### src/rtl/axi_wr_pkg.sv
// rtl/axi_wr_pkg.sv - shared types and AXI constants for the write transfer engine
package axi_wr_pkg;

  typedef enum logic [2:0] {
    ST_IDLE,
    ST_AW,
    ST_W,
    ST_B,
    ST_DONE
  } state_t;

  localparam logic [1:0] AXI_BURST_INCR  = 2'b01;
  localparam logic [1:0] AXI_RESP_OKAY   = 2'b00;
  localparam logic [1:0] AXI_RESP_SLVERR = 2'b10;
  localparam logic [1:0] AXI_RESP_DECERR = 2'b11;

  // AXI size encoding: log2 of bytes per beat
  function automatic logic [2:0] calc_awsize(input int data_w);
    logic [2:0] sz;
    sz = 3'd0;
    for (int i = 0; i < 8; i++) begin
      if ((1 << i) == (data_w / 8)) sz = 3'(i);
    end
    return sz;
  endfunction

endpackage

### src/rtl/axi_wr_beat_ctr.sv
// rtl/axi_wr_beat_ctr.sv - 8-bit W beat counter with last-beat compare
module axi_wr_beat_ctr (
  input  logic       clk,
  input  logic       reset,
  input  logic       clear,
  input  logic       inc,
  input  logic [7:0] len,
  output logic [7:0] count,
  output logic       last
);

  // count accepted beats of the current burst; cleared at burst start
  always_ff @(posedge clk) begin
    if (reset || clear) count <= 8'd0;
    else if (inc)       count <= count + 8'd1;
  end

  assign last = (count == len);

endmodule

### src/rtl/axi_wr_xfer_engine.sv
// rtl/axi_wr_xfer_engine.sv - single-burst AXI4 write engine serving three submasters
module axi_wr_xfer_engine
  import axi_wr_pkg::*;
#(
  parameter int ADDR_W = 32,
  parameter int DATA_W = 32
) (
  input  logic                clk,
  input  logic                reset,
  input  logic                grant_0,
  input  logic                grant_1,
  input  logic                grant_2,
  output logic                xfer_done0,
  output logic                xfer_done1,
  output logic                xfer_done2,
  input  logic [ADDR_W-1:0]   sm_addr_0,
  input  logic [ADDR_W-1:0]   sm_addr_1,
  input  logic [ADDR_W-1:0]   sm_addr_2,
  input  logic [7:0]          sm_len_0,
  input  logic [7:0]          sm_len_1,
  input  logic [7:0]          sm_len_2,
  input  logic [DATA_W-1:0]   sm_wdata_0,
  input  logic [DATA_W-1:0]   sm_wdata_1,
  input  logic [DATA_W-1:0]   sm_wdata_2,
  input  logic                sm_wvalid_0,
  input  logic                sm_wvalid_1,
  input  logic                sm_wvalid_2,
  output logic                sm_wready_0,
  output logic                sm_wready_1,
  output logic                sm_wready_2,
  output logic                resp_err_0,
  output logic                resp_err_1,
  output logic                resp_err_2,
  output logic                grant_err,
  output logic [ADDR_W-1:0]   awaddr,
  output logic [7:0]          awlen,
  output logic [2:0]          awsize,
  output logic [1:0]          awburst,
  output logic                awvalid,
  input  logic                awready,
  output logic [DATA_W-1:0]   wdata,
  output logic [DATA_W/8-1:0] wstrb,
  output logic                wlast,
  output logic                wvalid,
  input  logic                wready,
  input  logic [1:0]          bresp,
  input  logic                bvalid,
  output logic                bready
);

  state_t              state_q, state_d;
  logic [1:0]          idx_q;
  logic [ADDR_W-1:0]   addr_q;
  logic [7:0]          len_q;
  logic                err_q;
  logic                grant_err_q;
  logic [2:0]          grants;
  logic                any_grant;
  logic                multi_grant;
  logic [1:0]          win_idx;
  logic [ADDR_W-1:0]   win_addr;
  logic [7:0]          win_len;
  logic [2:0]          idx_oh;
  logic                sel_wvalid;
  logic [DATA_W-1:0]   sel_wdata;
  logic                w_hs;
  logic                start;
  logic [7:0]          beat_count;
  logic                beat_last;
  logic [2:0]          sm_wready_v, xfer_done_v, resp_err_v;

  assign grants      = {grant_2, grant_1, grant_0};
  assign any_grant   = |grants;
  assign multi_grant = (grants[0] & grants[1]) | (grants[0] & grants[2]) | (grants[1] & grants[2]);
  assign start       = (state_q == ST_IDLE) && any_grant;
  assign idx_oh      = 3'b001 << idx_q;
  assign w_hs        = (state_q == ST_W) && sel_wvalid && wready;

  // pick the lowest-numbered granted submaster and its request fields
  always_comb begin
    win_idx  = 2'd2;
    win_addr = sm_addr_2;
    win_len  = sm_len_2;
    if (grants[0]) begin
      win_idx  = 2'd0;
      win_addr = sm_addr_0;
      win_len  = sm_len_0;
    end else if (grants[1]) begin
      win_idx  = 2'd1;
      win_addr = sm_addr_1;
      win_len  = sm_len_1;
    end
  end

  // route the served submaster's W stream
  always_comb begin
    sel_wvalid = 1'b0;
    sel_wdata  = sm_wdata_0;
    case (idx_q)
      2'd0: begin sel_wvalid = sm_wvalid_0; sel_wdata = sm_wdata_0; end
      2'd1: begin sel_wvalid = sm_wvalid_1; sel_wdata = sm_wdata_1; end
      2'd2: begin sel_wvalid = sm_wvalid_2; sel_wdata = sm_wdata_2; end
      default: begin sel_wvalid = 1'b0; sel_wdata = sm_wdata_0; end
    endcase
  end

  // state, request latches, response error capture and grant error flag
  always_ff @(posedge clk) begin
    if (reset) begin
      state_q     <= ST_IDLE;
      idx_q       <= 2'd0;
      addr_q      <= '0;
      len_q       <= 8'd0;
      err_q       <= 1'b0;
      grant_err_q <= 1'b0;
    end else begin
      state_q     <= state_d;
      grant_err_q <= (state_q == ST_IDLE) ? multi_grant : any_grant;
      if (start) begin
        idx_q  <= win_idx;
        addr_q <= win_addr;
        len_q  <= win_len;
      end
      if ((state_q == ST_B) && bvalid)
        err_q <= (bresp == AXI_RESP_SLVERR) || (bresp == AXI_RESP_DECERR);
    end
  end

  axi_wr_beat_ctr u_beat_ctr (
    .clk   (clk),
    .reset (reset),
    .clear (start),
    .inc   (w_hs),
    .len   (len_q),
    .count (beat_count),
    .last  (beat_last)
  );

  // next state and channel handshake outputs
  always_comb begin
    state_d     = state_q;
    awvalid     = 1'b0;
    wvalid      = 1'b0;
    wlast       = 1'b0;
    bready      = 1'b0;
    sm_wready_v = 3'b000;
    xfer_done_v = 3'b000;
    resp_err_v  = 3'b000;
    case (state_q)
      ST_IDLE: if (any_grant) state_d = ST_AW;
      ST_AW: begin
        awvalid = 1'b1;
        if (awready) state_d = ST_W;
      end
      ST_W: begin
        wvalid      = sel_wvalid;
        wlast       = beat_last;
        sm_wready_v = idx_oh & {3{wready}};
        if (w_hs && beat_last) state_d = ST_B;
      end
      ST_B: begin
        bready = 1'b1;
        if (bvalid) state_d = ST_DONE;
      end
      ST_DONE: begin
        xfer_done_v = idx_oh;
        resp_err_v  = idx_oh & {3{err_q}};
        state_d     = ST_IDLE;
      end
      default: state_d = ST_IDLE;
    endcase
  end

  assign awaddr      = addr_q;
  assign awlen       = len_q;
  assign awsize      = calc_awsize(DATA_W);
  assign awburst     = AXI_BURST_INCR;
  assign wdata       = sel_wdata;
  assign wstrb       = '1;
  assign grant_err   = grant_err_q;
  assign sm_wready_0 = sm_wready_v[0];
  assign sm_wready_1 = sm_wready_v[1];
  assign sm_wready_2 = sm_wready_v[2];
  assign xfer_done0  = xfer_done_v[0];
  assign xfer_done1  = xfer_done_v[1];
  assign xfer_done2  = xfer_done_v[2];
  assign resp_err_0  = resp_err_v[0];
  assign resp_err_1  = resp_err_v[1];
  assign resp_err_2  = resp_err_v[2];

endmodule

### config.mk
export PLATFORM = sky130hd
export DESIGN_NAME = axi_wr_xfer_engine
export DESIGN_NICKNAME = d
export VERILOG_FILES = /design/src/rtl/axi_wr_pkg.sv /design/src/rtl/axi_wr_beat_ctr.sv /design/src/rtl/axi_wr_xfer_engine.sv
export SDC_FILE = /design/constraint.sdc
export NUM_CORES = 1
export LEC_CHECK = 0
export ABC_AREA = 0
export ABC_CLOCK_PERIOD_IN_PS = 3200
export CAP_MARGIN = 0
export CORE_AREA = 2 2 124 126
export CTS_CLUSTER_DIAMETER = 200
export DETAILED_ROUTE_END_ITERATION = 8
export DIE_AREA = 0 0 126 128
export HOLD_SLACK_MARGIN = 0.03
export MAX_ROUTING_LAYER = met4
export PLACE_DENSITY = 0.69
export SETUP_SLACK_MARGIN = 0.1
export SYNTH_ARGS = -nofsm -noshare
export SYNTH_HDL_FRONTEND = slang
export SYNTH_SLANG_ARGS = --single-unit
### constraint.sdc
create_clock -name clk -period 3.2 [get_ports clk]
set_input_delay 0.64 -clock clk [delete_from_list [all_inputs] [get_ports clk]]
set_output_delay 0.64 -clock clk [all_outputs]
set_load 0.02 [all_outputs]
# Word level (Yosys, flattened, before mapping)
# Cells that the tools add are included.
[word_totals]
register_bits = 55
latchBits = 0
ramBits = 0
mem_bits_ro = 0
in_bits = 229
out_inout_bits = 95
word_cells = 61
mem_count = 0
[classes]
n_addsub = 1
mul = 0
div_mod_pow = 0
order_cmp = 0
eq_ne = 13
shift = 1
n_mux = 21
bitwise = 7
n_reduce_logical = 11
[ops]
columns = ["op", "n"]
rows = [
  ["two-way mux 32 bit", 2],
  ["case mux 32 bit (2 select lines)", 1],
  ["two-way mux 3 bit", 7],
  ["two-way mux 8 bit", 2],
  ["case mux 3 bit (4 select lines)", 1],
  ["adder 8 x 1 -> 8 bit, second input constant", 1],
  ["equality test 8 bit", 1],
  ["bitwise AND 3 bit", 2],
  ["equality test 2 bit, second input constant", 3],
  ["equality test 3 x 2 -> 1 bit, second input constant", 2],
  ["!= test 2 bit, second input constant", 3],
  ["logical AND 1 bit", 5],
  ["two-way mux 1 bit", 5],
  ["two-way mux 2 bit", 2],
  ["AND reduction 4 bit", 1],
  ["bitwise AND 1 bit", 3],
  ["equality test 3 x 1 -> 1 bit, second input constant", 1],
  ["equality test 3 bit, second input constant", 1],
  ["logical NOT 3 bit", 1],
  ["case mux 1 bit (3 select lines)", 1],
  ["OR reduction 3 bit", 1],
  ["left shift 1 x 2 -> 3 bit, first input constant", 1],
  ["equality test 2 x 1 -> 1 bit, second input constant", 1],
  ["logical NOT 2 bit", 1],
  ["other kinds (3)", 5],
]

# Depth between registers and ports, before layout
# Gate-level depths: netlist (run 1).
[depth]
ltp_word = 7
ltp_mapped = 8
depth_no_buf = 6

# Modules after synthesis
# Synthesis (run 1) repeated with hierarchy kept, for this count alone.
[unflattened]
hier_cells = 462
hier_area_um2 = 4038.9
[modules_own_cells]
columns = ["mod", "n_inst", "cells_per_inst", "area_per_inst_um2"]
rows = [
  ["axi_wr_xfer_engine", 1, 412, 3606.0],
  ["axi_wr_beat_ctr", 1, 50, 432.9],
]

# Least setup slack after synthesis (run 1)
# OpenSTA, ideal clock, no wires.
[synth_timing]
path_type = "reg-to-output"
start = "reg idx_q[0]"
end = "out wdata[12]"
arrival_time_ps = 1641
setup_slack_ps = 919
path_stages_with_launch = 7
cell_sequence = "dfxtp_1 inv_1 ha_1 clkbuf_1 buf_1 nor2_1 a21oi_1"
[synth_between]
elab_chain_cells = 2
elab_cells_between_ends = 3
[synth_lines]
columns = ["item", "line", "text"]
rows = [
  ["start, declared", "axi_wr_xfer_engine.sv:52", "logic [1:0] idx_q;"],
  ["start signal, assigned", "axi_wr_xfer_engine.sv:120", "idx_q <= win_idx;"],
  ["equality test 2 bit / equality test 2 x 1 -> 1 bit (equally long branches)", "axi_wr_xfer_engine.sv:99", "case (idx_q)"],
  ["case mux 32 bit (2 select lines) (*)", "axi_wr_xfer_engine.sv:99", ""],
  ["end, declared", "axi_wr_xfer_engine.sv:41", "output logic [DATA_W-1:0] wdata,"],
]
# Every way passes the cells marked *; elsewhere a longest branch is shown, timed or not.

# Final worst setup path (run 1)
[layout_timing]
start = "reg idx_q[0]"
end = "out wdata[30]"
# Same word-level chain as after synthesis.

==> results, run 1 <==
- The placed wire-length estimate after detailed placement is 11980 microns.
- The depth of the most critical reg-to-reg path is 7.
- The peak ir drop on the vdd network is 251.3 uV.
- For this design the ratio of total power to cell area is 348.4 nW/um^2.
- The number of global-route vias before repair is 4376.
- Dividing the detail-routed wire length by the instance count gives 14.76 microns.
- The flow ran to the end, and the final reports show no timing, DRC or antenna violations.
- The number of different library cells used by synthesis comes to 38.
- The final hold violation count is 0.
- The count of clock tree sinks is 55.
- The initial core utilization is 25.47%.
- The cell at the root of the clock tree is clkbuf_16.
- For flop-to-flop paths, the worst setup slack is 890 ps.
- Along the worst hold path, the cell count comes to 2.
- The part of the Yosys area used for sequential elements is 29.08%.
- Compared with the post-synthesis result, the final layout area differs by 90.58%.
- After layout, the minimum clock period comes to 2926 ps.
- The max-capacitance violation count is 0.
- Along the worst path, the maximum fanout reaches 27.
- The worst setup path is captured at an output pin.
- The worst clock skew is 4.268 ps.
- The count of buffers added by post-CTS timing repair for setup is 0.
- The setup-violating endpoint count in the final report is 0.
- The first global-routing pass estimated 22820 microns of wire.
- The wire length after detailed routing is 15070 microns.
- The min-delay analysis places its worst path in the category reg -> reg.
- The number of antenna violations at the first check in global routing was 0.
- After synthesis, the mean cell area works out to 6.847 sq um.
- Routability-driven placement finished with a final weighted congestion of 0.8313.
- The net count reported at finish is 1067.
- The number of standard cells after synthesis is 553.
- The synthesized netlist devotes 2.776% of its cell area to XOR and XNOR gates.
- The detailed-routing iteration count for the pre-antenna-repair pass is 5.
- The synthesized area is 3786 sq um.
- The share of the core filled with cells is 48.54%.
- In the final timing run, aggregate negative setup slack is 0 ps.
- The clock insertion delay at the later pin of the skew report is 290 ps.
- In this run the critical register-to-register path is launched from idx_q[1].
- Of the cells placed in the final design, the portion with a size suffix greater than 1 is 4.082%.
- The pin count of the biggest net entering global routing is 44.
- At the pin with the least slew margin, the transition time is 641.3 ps.
- The count of antenna diodes in the layout is 0.
- The die extent in x is 126 microns.
- The die area is 16130 sq um.
- The portion of synthesized area spent on multiplexers is 10.58%.
- During I/O placement, the number of pins put on the boundary was 324.
- Across every metal layer, demand over resource in global routing totals 18.10%.
- STA puts the critical path data required time at 2560 ps.
- The synthesized netlist devotes 23.96% of its cell area to compound gates.
- For this block, the initial DRC count from the detailed router was 92.
- Once detail routing completed, the nets flagged for antenna violations numbered 0.
- By area, the combinational part of the netlist is dominated by compound AO/OA/AOI/OAI gates.
- The fraction of the mapped netlist area in adder cells is 1.917%.
- After synthesis the netlist holds a flip-flop and latch count of 55.
- The endpoint arrival time on the critical path is 2290 ps.
- The count of hold-fix buffers inserted at cts is 0.
- For this run, design rule violations remaining after detail routing come to 0.
- The total number of placement rows is 45.
- Setup repair after global routing left no endpoint under its margin.
- In this run the critical register-to-register path is captured at u_beat_ctr.count[7].
- In this run the most critical hold path is launched from awaddr[24].
- The worst hold path terminates at awaddr[24].
- The leakage power total is 2.804 nW.
- Buffers placed on the I/O ports in this run total 313.
- The total area inside the core boundary comes to 14860 sq um.
- The yosys synthesis warning count is 0.
- The maximum achievable frequency is 341.8 MHz.
- The clock transition at the register clock pins on the worst setup and hold paths after CTS is 70 ps.
- The normalized max-slew margin is 57.25%.
- After layout, the worst path uses 91.43% of the clock period.
- The TritonCTS buffer count is 5.
- In the routed layout, each cell is associated on average with a via count of 4.641.
- The critical path startpoint category is a register.
- The total congestion overflow is 0.
- The total count of max-transition violations in the final report was 0.
- Across all layers, the routed design uses 4738 vias.
- The CTS tree is yes.
- The clock passes through at most 2 buffers.
- The critical setup path kind is reg -> out.
- The synthesized netlist devotes 23.79% of its cell area to simple gates.
- The H-tree generated during clock tree synthesis spans 2 levels.
- Measured along the y axis, the die boundary spans 128 microns.
==> synthesized netlist by cell type <==
cell type  instances  share of area, %
nand4bb_1          1              0.30
or3_1              2              0.33
xnor2_1            4              0.93
and3_1             6              0.99
or4_1              1              0.20
nor3_1             5              0.66
maj3_1             1              0.26
nor4_1             5              0.83
nand3_1            6              0.79
nand2b_1           2              0.33
o21ai_0           41               5.4
dfxtp_1           55                29
a211oi_1           1              0.20
a21oi_1           79                10
or3b_2             1              0.23
a22oi_1           32               6.3
and3b_2            1              0.26
inv_1              8              0.79
nor3b_1            1              0.20
ha_1               5               1.7
clkbuf_1          36               3.6
a222oi_1           1              0.26
or4_4              2              0.59
buf_4             10               2.0
nand4_1            1              0.17
o31ai_1            3              0.59
and2_1             1              0.17
nand2_1          129                13
conb_1             2              0.20
mux2i_1           40                11
a21oi_2            2              0.46
buf_1              7              0.69
or3_2              1              0.20
nor2_1            46               4.6
buf_2              5              0.66
xor2_1             8               1.9
nand3b_1           1              0.20
a221oi_1           1              0.23
==> critical path, cell delays in order (launching register included) <==
cell,delay (ps)
dfxtp_1,390
inv_1,110
ha_4,460
buf_12,200
nor2_1,60
a21oi_1,120
clkdlybuf4s50_1,630
==> layout make-up <==
type                    instances  area [sq um]
well taps                     188         235.2
repair buffers                324          3263
multi-input cells             439          2447
clock buffers                   5         125.1
clock inverters                 2         13.76
inverters                       8         30.03
flip-flops and latches         55          1101
fillers                      1495          7649
==> flip-flops by register name, indices dropped and copies added, names as in the netlist <==
register,count
idx_q,2
err_q,1
awaddr,32
state_q,3
awlen,8
grant_err,1
u_beat_ctr.count,8
==> how the worst max path moves through the flow <==
stage                     startpoint          end  slack [ps]  depth (start not counted)
after floorplan             idx_q[0]    wdata[12]         920                          6
after detailed placement      wready  sm_wready_0         270                          4
after CTS                   idx_q[0]     wdata[1]         180                          6
after global routing        idx_q[0]    wdata[30]         130                          6
after global placement        wready  sm_wready_2         290                          4
final                       idx_q[0]    wdata[30]         270                          6
==> layer usage <==
metal | vias to the layer above | share of wire (%) | GRT usage [%]
li1 | 2442 | - | -
met1 | 2081 | 40 | 19.94
met2 | 207 | 51 | 33.21
met3 | 8 | 8.4 | 5.175
met4 | 0 | 0.64 | 2.586
met5 | - | 0 | -
==> through the flow <==
step	std cells	hold slack (ps)	total power, mW	cell area (sq um)	setup WS, ps
floorplan	560	448.9	1.343	3812	919.5
global placement	1014	440.6	1.999	7059	290.7
detailed placement	1014	445.5	2.006	7059	273.0
CTS	1021	455.2	2.553	7208	184.9
global route	1021	470.3	2.668	7216	131.2
finish	1021	454.0	2.514	7216	274.4
==> cells in the final DEF (no fill, tap or decap), types with 2 or more instances in the layout <==
| master | netlist | layout |
|---|---|---|
| dfxtp_1 | 55 | 55 |
| or3_1 | 2 | 2 |
| xor2_1 | 8 | 8 |
| o31ai_1 | 3 | 3 |
| a21oi_1 | 79 | 79 |
| nand2_1 | 129 | 129 |
| mux2i_1 | 40 | 40 |
| o21ai_0 | 41 | 41 |
| nor3_1 | 5 | 5 |
| buf_4 | 10 | 7 |
| xnor2_1 | 4 | 4 |
| inv_1 | 8 | 8 |
| nor4_1 | 5 | 5 |
| buf_12 | 0 | 5 |
| conb_1 | 2 | 9 |
| or4_4 | 2 | 2 |
| a21oi_2 | 2 | 2 |
| clkbuf_16 | 0 | 5 |
| and3_1 | 6 | 6 |
| ha_1 | 5 | 2 |
| a22oi_1 | 32 | 32 |
| clkdlybuf4s50_1 | 0 | 308 |
| nor2_1 | 46 | 45 |
| buf_2 | 5 | 3 |
| ha_2 | 0 | 2 |
| nand3_1 | 6 | 6 |
==> timing repair <==
| action | in CTS | in global routing |
|---|---|---|
| pin swaps | 0 | 1 |
| endpoints found under the setup margin | 6 | 6 |
| gates resized for setup | 1 | 3 |
==> where the power goes <==
| group | internal [mW] | total (mW) | switching, mW | leakage (nW) |
|---|---|---|---|---|
| Combinational | 0.627 | 1.20 | 0.569 | 2.28 |
| Sequential | 0.745 | 0.786 | 0.0407 | 0.451 |
| Clock | 0.286 | 0.532 | 0.246 | 0.0696 |
| Total | 1.66 | 2.51 | 0.856 | 2.80 |
==> cell families (layout without fill, tap and decap cells) <==
kind of cell | count (synthesis) | count (layout)
buffers and inverters | 66 | 339
multiplexers | 40 | 40
other | 2 | 9
AND/OR/NAND/NOR | 212 | 212
adder cells (fa/ha/maj) | 6 | 6
AO/OA/AOI/OAI | 160 | 160
XOR/XNOR | 12 | 12
flip-flops | 55 | 55
Power figures use the tool's default switching activity.
==> run 2: changes to the inputs <==
--- a/config.mk
+++ b/config.mk
@@ -10,6 +10,7 @@
 export CAP_MARGIN = 0
 export CORE_AREA = 2 2 124 126
 export CTS_CLUSTER_DIAMETER = 200
+export CTS_CLUSTER_SIZE = 20
 export DETAILED_ROUTE_END_ITERATION = 8
 export DIE_AREA = 0 0 126 128
 export HOLD_SLACK_MARGIN = 0.03
==> results of run 2 <==
The final DEF is identical to that of run 1; final timing and power are the same.
==> run 3: changes to the inputs <==
--- a/config.mk
+++ b/config.mk
@@ -8,14 +8,14 @@
 export ABC_AREA = 0
 export ABC_CLOCK_PERIOD_IN_PS = 3200
 export CAP_MARGIN = 0
-export CORE_AREA = 2 2 124 126
-export CTS_CLUSTER_DIAMETER = 200
+export CORE_AREA = 5 5 124 126
+export CTS_CLUSTER_DIAMETER = 150
 export CTS_CLUSTER_SIZE = 20
 export DETAILED_ROUTE_END_ITERATION = 8
-export DIE_AREA = 0 0 126 128
+export DIE_AREA = 0 0 129 131
 export HOLD_SLACK_MARGIN = 0.03
 export MAX_ROUTING_LAYER = met4
-export PLACE_DENSITY = 0.69
+export PLACE_DENSITY = 0.72
 export SETUP_SLACK_MARGIN = 0.1
 export SYNTH_ARGS = -nofsm -noshare
 export SYNTH_HDL_FRONTEND = slang
==> results, run 3 (synthesis results as in run 1) <==
- The flow ran to the end, and the final reports show no timing, DRC or antenna violations.
- CTS built an H-tree with a depth of 2.
- For this run, design rule violations remaining after detail routing come to 0.
- The critical-path maximum fanout is 31.
- The critical setup path kind is reg -> out.
- In the final design database the tool counted 1066 nets.
- Wires add up to 16090 microns.
- TritonCTS built the clock tree.
- The class of the most critical hold timing path is reg -> reg.
- The power per cell area is 355.2 nW/um^2.
- The worst setup path is launched from a register.
- The global-route wire length before repair is 23200 microns.
- The total number of placement rows is 44.
- Clock tree synthesis selected as its root buffer the cell clkbuf_16.
- The number of global-route vias before repair is 4473.
- IR analysis of the VDD net gives a maximum drop of 218.3 uV.
- The routability-driven placement congestion ratio is 0.7932.
- The total count of max-transition violations in the final report is 0.
- The share of the core filled with cells is 50.74%.
- Timing would allow up to 337.3 MHz.
- In this run the static leakage power is 2.800 nW.
- Summed over all nets, the half-perimeter wirelength after detailed placement is 12980 microns.
- Setup repair after global routing left no endpoint under its margin.
- Together, buffers and inverters on the worst path number 3.
- The y dimension of the die is 131 microns.
- The overall power of the completed layout is 2.560 mW.
- Entering global routing, the biggest net connects 85 pins.
- The startpoint identified for the worst register-to-register timing path is idx_q[1].
- The beginning of the worst hold path is awaddr[25].
- The flip-flop count of the largest register, all copies and words added is 32.
- The tool flagged a number of max-cap violations equal to 0.
- The number of antenna violations at the first check in global routing is 1.
- The final hold violation count came to 0.
- The total global-route track usage is 17.87%.
- The critical path capture point type is an output pin.
- The normalized max-slew margin is 51.73%.
- The actual transition at the worst max-transition pin is 724.0 ps.
- The fraction of final layout cells with drive strength greater than 1 is 3.721%.
- The die area is 16900 sq um.
- The count of clock tree sinks is 55.
- The critical path starts at idx_q[0].
- In the final timing run, aggregate negative setup slack is 0 ps.
- The peak per-stage delay on the critical path is 660 ps.
- The signal on the critical path passes through inv_1 > ha_1 > buf_8 > a22oi_1 > a21oi_1 > clkdlybuf4s50_1.
- The initial core utilization is 26.66%.
- The cell with the largest stage delay on the worst path is clkdlybuf4s50_1.
- In the routed layout, each cell is associated on average with a via count of 4.667.
- The setup-violating endpoint count in the final report is 0.
- The top-level port count is 324.
- The area growth from synthesis to layout is 90.35%.
- The clock period could shrink to 2965 ps.
- In the layout the commonest cells are clkdlybuf4s50_1, nand2_1, a21oi_1.
- The first routing iteration left 156 violations.
- The number of port buffers is 313.
- Dividing the detail-routed wire length by the instance count gives 15.81 microns.
- After floorplanning, the core was sized to cover 14200 sq um.
- The most common cell after layout, fill and taps aside is clkdlybuf4s50_1.
- The total congestion overflow is 0.
- The gate family responsible for the most delay along the worst path is buffers and inverters.
- After clock tree synthesis, the clock-pin slew on the worst setup and hold paths is 80 ps.
- The via count is 4751.
- At the worst endpoint, the arrival time is 2330 ps.
- At the worst endpoint, the required time is 2560 ps.
- The detail route stage leaves a number of antenna-violating nets equal to 0.
- Counting along the longest clock path gives a buffer depth of 2.
- From left edge to right edge, the die measures 129 microns.
- The final period utilization is 92.66%.
- Clock skew on the completed layout was measured at 14.14 ps.
- The detailed-routing iteration count for the pre-antenna-repair pass is 4.
- The TritonCTS buffer count is 5.
- The clock insertion delay at the later pin of the skew report is 300 ps.
[run 3: cell types whose count changed in the layout (fill, tap and decap cells not counted)]
cell,change
buf_8,+1
dlymetal6s2s_1,+1
ha_1,+2
clkinvlp_4,+1
buf_4,-1
ha_2,-2
clkbuf_8,+1
clkinv_4,-1
diode_2,+1
inv_8,+1
buf_12,-2
clkinv_2,-1
[run 3: layout make-up]
| type | instances | area [sq um] |
|---|---|---|
| timing repair buffer | 323 | 3243 |
| clock buffer | 6 | 138.9 |
| multi-input combinational | 439 | 2442 |
| antenna | 1 | 2.502 |
| clock inverter | 2 | 18.77 |
| inverter | 8 | 30.03 |
| fill | 1427 | 6997 |
| tap | 184 | 230.2 |
| sequential | 55 | 1101 |
[run 3: per-layer routing]
layer	part of all wire (%)	global-route usage (%)
met5	0	-
met4	1.1	3.644
met3	10	5.163
met2	49	31.62
met1	40	20.13
[run 3: worst min-delay path, delay by kind of cell (launching register included)]
| family | cells | cell delay, ps |
|---|---|---|
| and+or+nand+nor | 1 | 50 |
| AOI/OAI and AO/OA | 1 | 50 |
| DFF | 1 | 310 |
[run 3: final timing paths]
check / endpoint / slack, ps / depth (start not counted)
min reg2reg: awaddr[25] / 450 / 2
max reg2reg: u_beat_ctr.count[5] / 800 / 7
min: awaddr[25] / 450 / 2
max: wdata[28] / 230 / 6
[run 3: where the power goes]
| part | total [mW] | leakage (nW) | switching [mW] | internal [mW] |
|---|---|---|---|---|
| combinational | 1.19 | 2.27 | 0.570 | 0.621 |
| clock | 0.585 | 0.0750 | 0.267 | 0.318 |
| sequential | 0.784 | 0.451 | 0.0398 | 0.745 |
| total | 2.56 | 2.80 | 0.877 | 1.68 |
[run 3: what timing repair did]
action	4_1_cts	5_1_grt
hold buffers	0	0
gates cloned	0	0
gates resized for setup	2	3
setup buffers	0	0
endpoints found under the setup margin	3	4
[run 3: per-stage QoR]
step           cell area [sq um]  std cells  setup WS (ps)  hold WS [ps]
2_1_floorplan               3812        560          919.5         448.9
3_3_place_gp                7024       1009          368.6         441.2
3_5_place_dp                7024       1009          375.9         446.0
4_1_cts                     7196       1017          156.0         454.6
5_1_grt                     7207       1018          108.9         469.3
6_report                    7207       1018          234.8         451.6
==> variant (settings of run 1) <==
Change the parameter `DATA_W` from 32 to 28.
--- a/src/rtl/axi_wr_xfer_engine.sv
+++ b/src/rtl/axi_wr_xfer_engine.sv
@@ -3,7 +3,7 @@
   import axi_wr_pkg::*;
 #(
   parameter int ADDR_W = 32,
-  parameter int DATA_W = 32
+  parameter int DATA_W = 28
 ) (
   input  logic                clk,
   input  logic                reset,
Interface: changed (5 resized); port bits go from 324 to 307. The function was not compared with the original's and may differ.
==> variant against run 1 <==
Area after synthesis fell by 2.5%. Fmax fell by 3.1%. Global-route usage up 0.27 points. Sequential cell count did not move. Critical path depth unchanged. Final area down 4.0%. Synthesized cell count down 4.2%. First-iteration DRC count is 6.5% higher. Worst hold slack worse by 0.0012 ns. Total power down 1.8%. Wire length down 0.85%. Setup slack worse by 0.094 ns. Critical path type unchanged. Largest power group unchanged.
==> variant: results (changes against run 1) <==
Drt
  • Vias/cell: 4.610 (was 4.641)
  • Met3 WL: 1.181 mm (was 1.267 mm)
  • Drt initial violations: 98 (was 92)
  • Met2 wire length: 7.660 mm (was 7.743 mm)
  • First drt pass iteration count: 4 (was 5)
  • Met1 WL: 5.884 mm (was 5.961 mm)
  • Total wire length: 14.94 mm (was 15.07 mm)
  • WL per Instance: 15.08 um (was 14.76 um)

Clock tree
  • Deepest clock path buffer count: 2 (unchanged)
  • Clock root buffer: clkbuf_16 (unchanged)
  • Clock transition at path regs: 0.07 ns (about the same)

GRT
  • GRT Total Usage: 18.37% (was 18.10%)
  • First-pass GRT wire length: 22.87 mm (was 22.82 mm)
  • Initial antenna violation count: 1 (was 0)
  • Largest net degree at the start of global routing: 85 (was 44)
  • Vias in the first global route: 4310 (was 4376)

Placed design
  • Number of buffers inserted by port buffering: 297 (was 313)
  • GP Congestion: 0.7963 (was 0.8313)
  • Post-DP HPWL: 12.02 mm (was 11.98 mm)
  • Setup WS pre-CTS: 0.2921 ns (was 0.2730 ns)
  • DP Area: 6779 um^2 (was 7059 um^2)
  • Cells after DPL: 981 (was 1014)

Power and ir drop
  • Worst vdd ir: 0.2195 mV (was 0.2513 mV)
  • Lkg Pwr: 2.724 nW (was 2.804 nW)

Yosys
  • Synth top area cells: dfxtp_1, nand2_1, mux2i_1 (unchanged)
  • Yosys cell types: 35 (was 38)
  • Seq/Total Area, Yosys: 29.84% (was 29.08%)
  • Post-Synth XOR/XNOR Area: 3.561% (was 2.776%)
  • Post-synthesis compound-gate area fraction: 21.84% (was 23.96%)
  • Top cells by count, synth: nand2_1, a21oi_1, dfxtp_1 (unchanged)
  • Mux contribution to synthesized area: 11.39% (was 10.58%)
  • Post-synthesis cell count: 530 (was 553)
  • Synth Area in Adders: 1.967% (was 1.917%)
  • Async SR Flop Fraction: 0% (unchanged)

Finish
  • Final nets: 1022 (was 1067)
  • Max reg flops: 32 (unchanged)
  • Layout cell share with drive strength beyond 1: 3.870% (was 4.082%)

STA
  • Worst Tran Pin Value: 0.7038 ns (was 0.6413 ns)
  • Final Skew: 0.006937 ns (was 0.004269 ns)

Setup path
  • Crit Path Max Fanout: 25 (was 27)
  • CP Data Arrival Time: 2.38 ns (was 2.29 ns)
  • R2R Path Start: state_q[1] (was idx_q[1])

Min path
  • Hold wc startpoint: awaddr[14] (was awaddr[24])

Status
  • Run status: completed (unchanged)
variant: layer usage:
layer / global-route usage [%] / vias to the layer above
li1: - / 2345
met1: 20.73 / 2018
met2: 33.30 / 195
met3: 4.257 / 11
met4: 3.749 / 0
met5: - / -
variant: power by group:
group	leakage [nW]	switching [mW]	total (mW)	internal (mW)
clock network	0.0740	0.254	0.545	0.291
registers	0.451	0.0412	0.785	0.744
logic	2.20	0.556	1.14	0.582
total	2.72	0.852	2.47	1.62
variant: cell families (layout without fill, tap and decap cells):
kind of cell    after synthesis  count (layout)
simple gates                210             210
compound gates              145             145
flops                        55              55
buf+inv                      55             320
mux                          42              42
xor+xnor                     15              15
fa+ha+maj                     6               6
other cells                   2              10
variant: final cells by class:
cell class	instances	area, um^2
diodes	2	5.005
clock buffers	5	125.1
clock inverters	3	18.77
fillers	1526	7934
inverters	2	7.507
multi-input cells	426	2365
flip-flops and latches	55	1101
well taps	188	235.2
repair buffers	310	3073
variant: path summary, 6_finish.rpt:
path                      to  slack (ns)  cells past startpoint
setup / recovery   wdata[26]        0.18                      6
setup reg to reg    idx_q[1]        1.22                      4
hold / removal    awaddr[14]        0.45                      2
hold reg to reg   awaddr[14]        0.45                      2
variant: timing repair:
item,CTS,global route
endpoints found under the setup margin,0,9
setup buffers,0,0
gates resized for setup,0,1
hold buffers,0,0
variant: critical path, cell delays in order, from the launching register on:
cell,delay [ns]
dfxtp_1,0.38
inv_1,0.08
ha_1,0.40
buf_4,0.29
nor2_1,0.08
a21oi_1,0.21
clkdlybuf4s50_1,0.65
